`config.mk`:
```
export PLATFORM = sky130hd
export DESIGN_NAME = event_uart_packetizer
export DESIGN_NICKNAME = d
export VERILOG_FILES = /design/src/rtl/event_uart_packetizer.sv
export SDC_FILE = /design/constraint.sdc
export NUM_CORES = 1
export LEC_CHECK = 0
export BUFFER_PORTS_ARGS = -buffer_cell sky130_fd_sc_hd__buf_2
export CORE_MARGIN = 5
export CORE_UTILIZATION = 40
export DETAILED_ROUTE_END_ITERATION = 8
export GPL_TIMING_DRIVEN = 0
export PLACE_DENSITY = 0.63
export SLEW_MARGIN = 0
export SYNTH_ARGS = -nofsm -noshare
export SYNTH_HDL_FRONTEND = slang
export SYNTH_SLANG_ARGS = --single-unit
```
`constraint.sdc`:
```
create_clock -name clk -period 5.3 [get_ports clk]
set_input_delay 0.795 -clock clk [delete_from_list [all_inputs] [get_ports clk]]
set_output_delay 0.795 -clock clk [all_outputs]
set_load 0.02 [all_outputs]
```
`src/rtl/event_uart_packetizer.sv`:
```
// DVS event transmitter: buffers {x,y,pol,ts} events in a small FIFO and serialises each one
// as five 8N1 UART bytes (x, y, {pol,ts[22:16]}, ts[15:8], ts[7:0]), each byte LSB first.
module event_uart_packetizer #(
    parameter int CLK_FREQ_HZ  = 12_000_000,
    parameter int BAUD_RATE    = 115200,
    parameter int FIFO_DEPTH   = 4,
    parameter int PKT_GAP_BITS = 1
) (
    input  logic                        clk,
    input  logic                        rst,
    input  logic [7:0]                  evt_x,
    input  logic [7:0]                  evt_y,
    input  logic                        evt_pol,
    input  logic [22:0]                 evt_ts,
    input  logic                        evt_valid,
    output logic                        evt_ready,
    output logic                        uart_tx,
    output logic                        busy,
    output logic [$clog2(FIFO_DEPTH):0] fifo_count
);
    localparam int CLKS_PER_BIT = CLK_FREQ_HZ / BAUD_RATE;
    localparam int BAUD_W       = (CLKS_PER_BIT > 1) ? $clog2(CLKS_PER_BIT) : 1;
    localparam int PTR_W        = $clog2(FIFO_DEPTH);
    localparam int CNT_W        = PTR_W + 1;
    localparam logic [BAUD_W-1:0] BAUD_LAST = BAUD_W'(CLKS_PER_BIT - 1);
    localparam logic [3:0]        GAP_LAST  = 4'(PKT_GAP_BITS - 1);
    localparam logic [CNT_W-1:0]  CNT_FULL  = CNT_W'(FIFO_DEPTH);

    typedef enum logic [2:0] {S_IDLE, S_LOAD, S_START, S_DATA, S_STOP, S_GAP} state_t;

    logic [39:0]       r_mem [FIFO_DEPTH];
    logic [PTR_W-1:0]  r_wr_ptr;
    logic [PTR_W-1:0]  r_rd_ptr;
    logic [CNT_W-1:0]  r_count;
    state_t            r_state;
    state_t            w_state_next;
    logic [BAUD_W-1:0] r_baud;
    logic [BAUD_W-1:0] w_baud_next;
    logic [3:0]        r_bit_idx;
    logic [3:0]        w_bit_idx_next;
    logic [2:0]        r_byte_idx;
    logic [2:0]        w_byte_idx_next;
    logic [39:0]       r_pkt;
    logic [39:0]       w_pkt_next;
    logic [39:0]       w_head;
    logic              r_tx;
    logic              w_tx_next;
    logic              r_busy;
    logic              w_busy_next;
    logic              w_push;
    logic              w_pop;
    logic              w_bit_end;

    assign evt_ready  = !rst && (r_count != CNT_FULL);
    assign w_push     = evt_valid && evt_ready;
    assign w_bit_end  = (r_baud == BAUD_LAST);
    assign w_head     = r_mem[r_rd_ptr];
    assign uart_tx    = r_tx;
    assign busy       = r_busy;
    assign fifo_count = r_count;

    always_ff @(posedge clk) begin
        if (w_push) begin
            r_mem[r_wr_ptr] <= {evt_x, evt_y, evt_pol, evt_ts};
        end
    end

    always_ff @(posedge clk) begin
        if (rst) begin
            r_wr_ptr <= '0;
            r_rd_ptr <= '0;
            r_count  <= '0;
        end else begin
            if (w_push) r_wr_ptr <= r_wr_ptr + 1'b1;
            if (w_pop)  r_rd_ptr <= r_rd_ptr + 1'b1;
            case ({w_push, w_pop})
                2'b10:   r_count <= r_count + 1'b1;
                2'b01:   r_count <= r_count - 1'b1;
                default: r_count <= r_count;
            endcase
        end
    end

    // Hold register is kept in wire order {b4..b0}, so a right shift walks every data bit LSB first.
    always_comb begin
        w_state_next    = r_state;
        w_baud_next     = r_baud + 1'b1;
        w_bit_idx_next  = r_bit_idx;
        w_byte_idx_next = r_byte_idx;
        w_pkt_next      = r_pkt;
        w_pop           = 1'b0;
        case (r_state)
            S_IDLE: begin
                w_baud_next = '0;
                if (r_count != '0) begin
                    w_pop           = 1'b1;
                    w_pkt_next      = {w_head[7:0], w_head[15:8], w_head[23:16],
                                       w_head[31:24], w_head[39:32]};
                    w_byte_idx_next = '0;
                    w_state_next    = S_LOAD;
                end
            end
            S_LOAD: begin
                w_baud_next  = '0;
                w_state_next = S_START;
            end
            S_START: begin
                if (w_bit_end) begin
                    w_baud_next    = '0;
                    w_bit_idx_next = '0;
                    w_state_next   = S_DATA;
                end
            end
            S_DATA: begin
                if (w_bit_end) begin
                    w_baud_next = '0;
                    w_pkt_next  = r_pkt >> 1;
                    if (r_bit_idx == 4'd7) begin
                        w_state_next = S_STOP;
                    end else begin
                        w_bit_idx_next = r_bit_idx + 1'b1;
                    end
                end
            end
            S_STOP: begin
                if (w_bit_end) begin
                    w_baud_next = '0;
                    if (r_byte_idx != 3'd4) begin
                        w_byte_idx_next = r_byte_idx + 1'b1;
                        w_state_next    = S_START;
                    end else if (PKT_GAP_BITS > 0) begin
                        w_bit_idx_next = '0;
                        w_state_next   = S_GAP;
                    end else begin
                        w_state_next = S_IDLE;
                    end
                end
            end
            S_GAP: begin
                if (w_bit_end) begin
                    w_baud_next = '0;
                    if (r_bit_idx == GAP_LAST) begin
                        w_state_next = S_IDLE;
                    end else begin
                        w_bit_idx_next = r_bit_idx + 1'b1;
                    end
                end
            end
            default: begin
                w_state_next = S_IDLE;
            end
        endcase

        w_busy_next = (w_state_next == S_START) || (w_state_next == S_DATA) ||
                      (w_state_next == S_STOP)  || (w_state_next == S_GAP);
        case (w_state_next)
            S_START: w_tx_next = 1'b0;
            S_DATA:  w_tx_next = w_pkt_next[0];
            default: w_tx_next = 1'b1;
        endcase
    end

    always_ff @(posedge clk) begin
        if (rst) begin
            r_state    <= S_IDLE;
            r_baud     <= '0;
            r_bit_idx  <= '0;
            r_byte_idx <= '0;
            r_tx       <= 1'b1;
            r_busy     <= 1'b0;
        end else begin
            r_state    <= w_state_next;
            r_baud     <= w_baud_next;
            r_bit_idx  <= w_bit_idx_next;
            r_byte_idx <= w_byte_idx_next;
            r_tx       <= w_tx_next;
            r_busy     <= w_busy_next;
        end
    end

    always_ff @(posedge clk) begin
        r_pkt <= w_pkt_next;
    end
endmodule
```
Word-level counts from Yosys, hierarchy flattened
Memories as Yosys holds them, arrays and structs flattened. A register that Yosys moved wholly into a read port is not among the register bits.
Cells that the tools add are included.
- $add $sub $neg: 7
- eq/ne operators: 24
- mux-type cells: 34
- reductions and logical operators: 18
- operators with widths (cell ; number):
    40-bit two-way mux ; 2
    40-bit case mux with 2 select lines ; 1
    3-bit two-way mux ; 11
    4-bit two-way mux ; 7
    2-bit != test (second input constant) ; 9
    3-bit case mux with 6 select lines ; 1
    4-bit case mux with 4 select lines ; 1
    7-bit case mux with 2 select lines ; 1
    3-bit by 2-bit == test with 1-bit output (second input constant) ; 4
    3-bit == test (second input constant) ; 4
    3-bit case mux with 2 select lines ; 2
    8-bit AND reduction ; 1
    7-bit by 1-bit adder with 7-bit output (second input constant) ; 1
    7-bit == test (second input constant) ; 1
    7-bit two-way mux ; 1
    3-bit by 1-bit adder with 3-bit output (second input constant) ; 2
    3-bit != test (second input constant) ; 2
    2-bit nonzero test ; 3
    2-bit by 1-bit adder with 2-bit output (second input constant) ; 2
    4-bit by 1-bit adder with 4-bit output (second input constant) ; 1
    4-bit by 3-bit == test with 1-bit output (second input constant) ; 1
    4-bit zero test ; 1
    1-bit two-way mux ; 4
    2-bit two-way mux ; 2
    15 further kinds ; 18
- flip-flop bits (word level): 66
- RAM bits: 160
- input bits: 43
- output and inout port bits: 6
- word-level logic and storage cells: 95
- memories kept: 1
- memory list (name ; depth ; width ; rd ports ; clocked after memory_dff ; write ports ; line ; RTL):
    r_mem ; 4 ; 40 ; 1 ; 1 ; 1 ; 31 ; logic [39:0] r_mem [FIFO_DEPTH];

Depth between registers and ports, before layout
- depth in word-level cells: 8
- mapped depth: 10
- depth with buffers taken out: 10

Least setup slack after synthesis
OpenSTA, ideal clock, no wires.
- path kind: input port to flip-flop
- start point: input rst
- end point: memory r_mem[0][0] (enable)
- data arrival time: 2.541 ns
- slack: 2.358 ns
- stages on the path: 3
- cell sequence: buf_6 -> a31oi_1 -> and3_1
- word-level cells in the longest chain between the ends: 5
- RTL lines (element ; line ; RTL):
    start, declared ; 10 ; input logic rst,
    1-bit zero test ; 54 ; assign evt_ready = !rst && (r_count != CNT_FULL);
    1-bit logical AND ; 54 ;
    via evt_ready ; 16 ; output logic evt_ready,
    1-bit logical AND ; 55 ; assign w_push = evt_valid && evt_ready;
    1-bit two-way mux ; 63 ; if (w_push) begin
    1-bit two-way mux (not written as such) ; 64 ; r_mem[r_wr_ptr] <= {evt_x, evt_y, evt_pol, evt_ts};
    end, declared ; 31 ;
The timed path passes the listed nets, and every way through them passes these cells.

Final worst setup path
- start point: register r_state[0]
- end point: register r_count[2] (netlist: fifo_count[2])
- word-level cells in the longest chain between the ends: 4
- elaborated cells between the ends (all ways): 6
- those cells by class: 2 x eq/ne; 2 x mux; 2 x reduce/logical
- RTL lines (element ; line ; RTL):
    start, declared ; 35 ; state_t r_state;
    start signal, assigned ; 172 ; r_state <= w_state_next;
    3-bit zero test * ; 92 ; case (r_state)
    1-bit two-way mux * ; 92 ;
    via w_pop ; 51 ; logic w_pop;
    2-bit by 1-bit == test with 1-bit output / 2-bit == test (equally long branches) ; 76 ; case ({w_push, w_pop})
    3-bit case mux with 2 select lines / 2-bit nonzero test (equally long branches) ; - ;
    end signal, assigned ; 77 ; 2'b10: r_count <= r_count + 1'b1;
    end signal, assigned ; 78 ; 2'b01: r_count <= r_count - 1'b1;
    end signal, assigned ; 79 ; default: r_count <= r_count;
    end, declared ; 34 ; logic [CNT_W-1:0] r_count;
Mark *: on every way through the listed nets, which the timed path passes. The rest lies on a longest branch.
A chain may end at the register's enable or synchronous reset.

==> reports/qor.yml <==
critical_path:
  r2r_slack_ns: 2.10
  endpoint_kind: "flip-flop"
  startpoint: "r_state[0]"
  crit_end: "fifo_count[2]"
  r2r_end: "fifo_count[2]"
  reg2reg_from: "r_state[0]"
  start_kind: "flip-flop"
  worst-setup-path-type: "reg2reg"
  crit_arrival_ns: 3.63
  worst-path-max-fanout: 10
  cp.required_ns: 5.73
  r2r_cells: 10
floorplanning:
  top_level_ports: 49
  rows: 54
  dieArea_sq_um: 25100
  core_sq_um: 21800
  fp.dieH_um: 158
  die_width_um: 158
  start_util: 0.405
run:
  cap_violations: 0
global_route:
  grt_pass1_wl_mm: 25.7
  grt_pass1_vias: 4627
  antenna_found_initial: 0
  grt_start_max_net_pins: 40
  grt_usage: 0.133
  overflow: 0
clocking:
  clock_latency_ns: 0.51
  cts.path.max_buffers: 3
  htree_levels: 1
  cts-root-buf: "clkbuf_16"
  ctsHoldBuffers: 0
  cts_made_buffers: 24
  clk_pin_slew_ns: 0.06
  cts_sinks: 228
  post-cts-setup-buffers: 0
  cts_tree: "yes"
  cts-resized-gates: 0
final_layout:
  seq_area_sq_um: 6560
  num_antenna_cells: 0
  fin_cells: 842
  area_delta_synth_final_pct: 16.8
  nets: 598
  drive_above_1_share: 0.283
  n_fill_cell: 1838
  multiInputGateArea_sq_um: 2090
synthesis:
  synth_ff_type: "edfxtp_1"
  syn_inst: 467
  ys_top_cells_by_count: "edfxtp_1, mux4_2, a22o_1"
  ys_warn_count: 0
  synth_top_area_frac: 0.678
  synth-async-reset-ratio: 0
  yosysSeqAreaShare: 0.744
  synthTopCellsByArea: "edfxtp_1, mux4_2, dfxtp_1"
  synth-edff-count: 199
  syn_area_sq_um: 8810
  synth.distinct_cells: 53
  synth_top_cell_by_area: "edfxtp_1"
  synth_fp_nets: 521
  ys_seq_elements: 228
  syn_area_per_cell_sq_um: 18.9
  yosys.cell_count.top_type: "edfxtp_1"
drt:
  vias_per_cell: 5.26
  drc: 0
  dr_total_vias: 4432
  antenna_left: 0
  dr.pass1.iters: 4
  drt_iter0_drc: 326
  routed_wl_mm: 16.7
  post_drt_wl_per_cell_um: 19.8
status:
  status: "complete, no violations"
placement:
  place_hpwl_mm: 10.6
  placedCellCount: 798
  gp_congestion: 0.810
  io_buffers: 47
timing:
  fin_setup_tns_ns: 0
  setup_viol: 0
  finalCritPeriodShare: 0.603
  finClkSkew_ns: 0.00896
  post-route-min-period_ns: 3.20
  maxSlewViolCount: 0
  finalHoldViolCount: 0
  maxSlewHeadroom: 0.353
  worst_pin_slew_ns: 0.971
  clock.fmax_ghz: 0.313
  rsz0062_at_grt: "no"
pwr:
  max-vdd-ir-drop_v: 0.000281
  powerDensity_nw_per_um2: 494
  leakagePower_nw: 3.42
hold_path:
  hp-class: "reg2reg"
[report_power, final]
part / switching [W] / total (W) / internal, W
Combinational: 0.000584 / 0.000985 / 0.000401
Sequential: 0.0000978 / 0.00242 / 0.00232
Clock: 0.000692 / 0.00168 / 0.000987
[state kept, by name, summed over array words and instances (netlist names), named ones only]
name / flops
r_baud: 7
r_pkt: 40
uart_tx: 1
fifo_count: 3
r_wr_ptr: 2
busy: 1
r_mem: 160
r_bit_idx: 4
r_rd_ptr: 2
r_state: 3
r_byte_idx: 3
[cell type report]
cell class,count,area share
Sequential cell,228,0.637
Inverter,16,0.00584
Timing Repair Buffer,51,0.0306
Clock inverter,19,0.0197
Multi-Input combinational cell,201,0.204
Clock buffer,25,0.0587
Tap cell,280,0.0340
Buffer,22,0.0103
[critical path, cell delays in order (launching register included)]
cell and delay (ns):
dfxtp_1 0.31, buf_4 0.17, nor4_2 0.34, clkbuf_1 0.41
buf_1 0.55, ha_1 0.30, inv_1 0.06, fa_1 0.37
xor2_1 0.16, or3_1 0.31, a21oi_1 0.14
[through the flow]
step	hold slack, ns	setup slack [ns]	util	area [sq um]	power, W
finish	0.464	2.10	0.473	10300	0.00508
global route	0.480	1.87	0.473	10300	0.00531
CTS	0.474	2.09	0.473	10300	0.00514
detailed placement	0.463	2.10	0.436	9480	0.00346
global placement	0.429	1.75	0.432	9400	0.00341
floorplan	0.418	2.36	-	8810	0.00313
[cells by family (layout without fill, tap and decap cells)]
kind of cell,count (synthesis),in the layout,synth area share
compound gates,70,70,0.0639
xor+xnor,10,10,0.00994
fa+ha+maj,12,12,0.0176
buf+inv,38,133,0.0189
flops,228,228,0.744
mux,40,40,0.102
simple gates,69,69,0.0434
[worst min-delay path by stage]
stage / from / endpoint / slack, ns / cells past startpoint
floorplan: r_baud[0] / r_baud[0] / 0.42 / 1
global placement: r_baud[0] / r_baud[0] / 0.43 / 1
detailed placement: r_baud[0] / r_baud[0] / 0.46 / 1
CTS: r_baud[0] / r_baud[0] / 0.47 / 1
global route: evt_x[3] / r_mem[0][35] / 0.48 / 1
finish: r_baud[0] / r_baud[0] / 0.46 / 1
[per-layer routing]
metal / track usage / wire, um
met1: 0.180 / 6830
met2: 0.229 / 8540
met3: 0.0228 / 977
met4: 0.0309 / 311
met5: 0 / 0
[cell usage in the layout, fill, tap and decap left out, types with 2 or more instances in the layout]
cell type / count
a21o_1: 2
a21oi_1: 12
a22o_1: 38
a31oi_1: 3
and2_1: 3
and3_2: 4
buf_1: 4
buf_12: 4
buf_2: 51
buf_6: 2
bufinv_16: 3
clkbuf_1: 12
clkbuf_16: 24
clkinv_2: 8
clkinv_4: 3
clkinvlp_4: 4
dfxtp_1: 29
edfxtp_1: 199
ha_1: 10
inv_1: 16
mux4_2: 40
nand2_1: 8
nand2b_1: 2
nand3_1: 4
nor2_1: 24
nor3_1: 4
o21a_1: 2
o21ai_0: 4
or3_2: 2
or4_1: 2
xnor2_1: 4
xor2_1: 6
(Power assumes the default switching activity.)
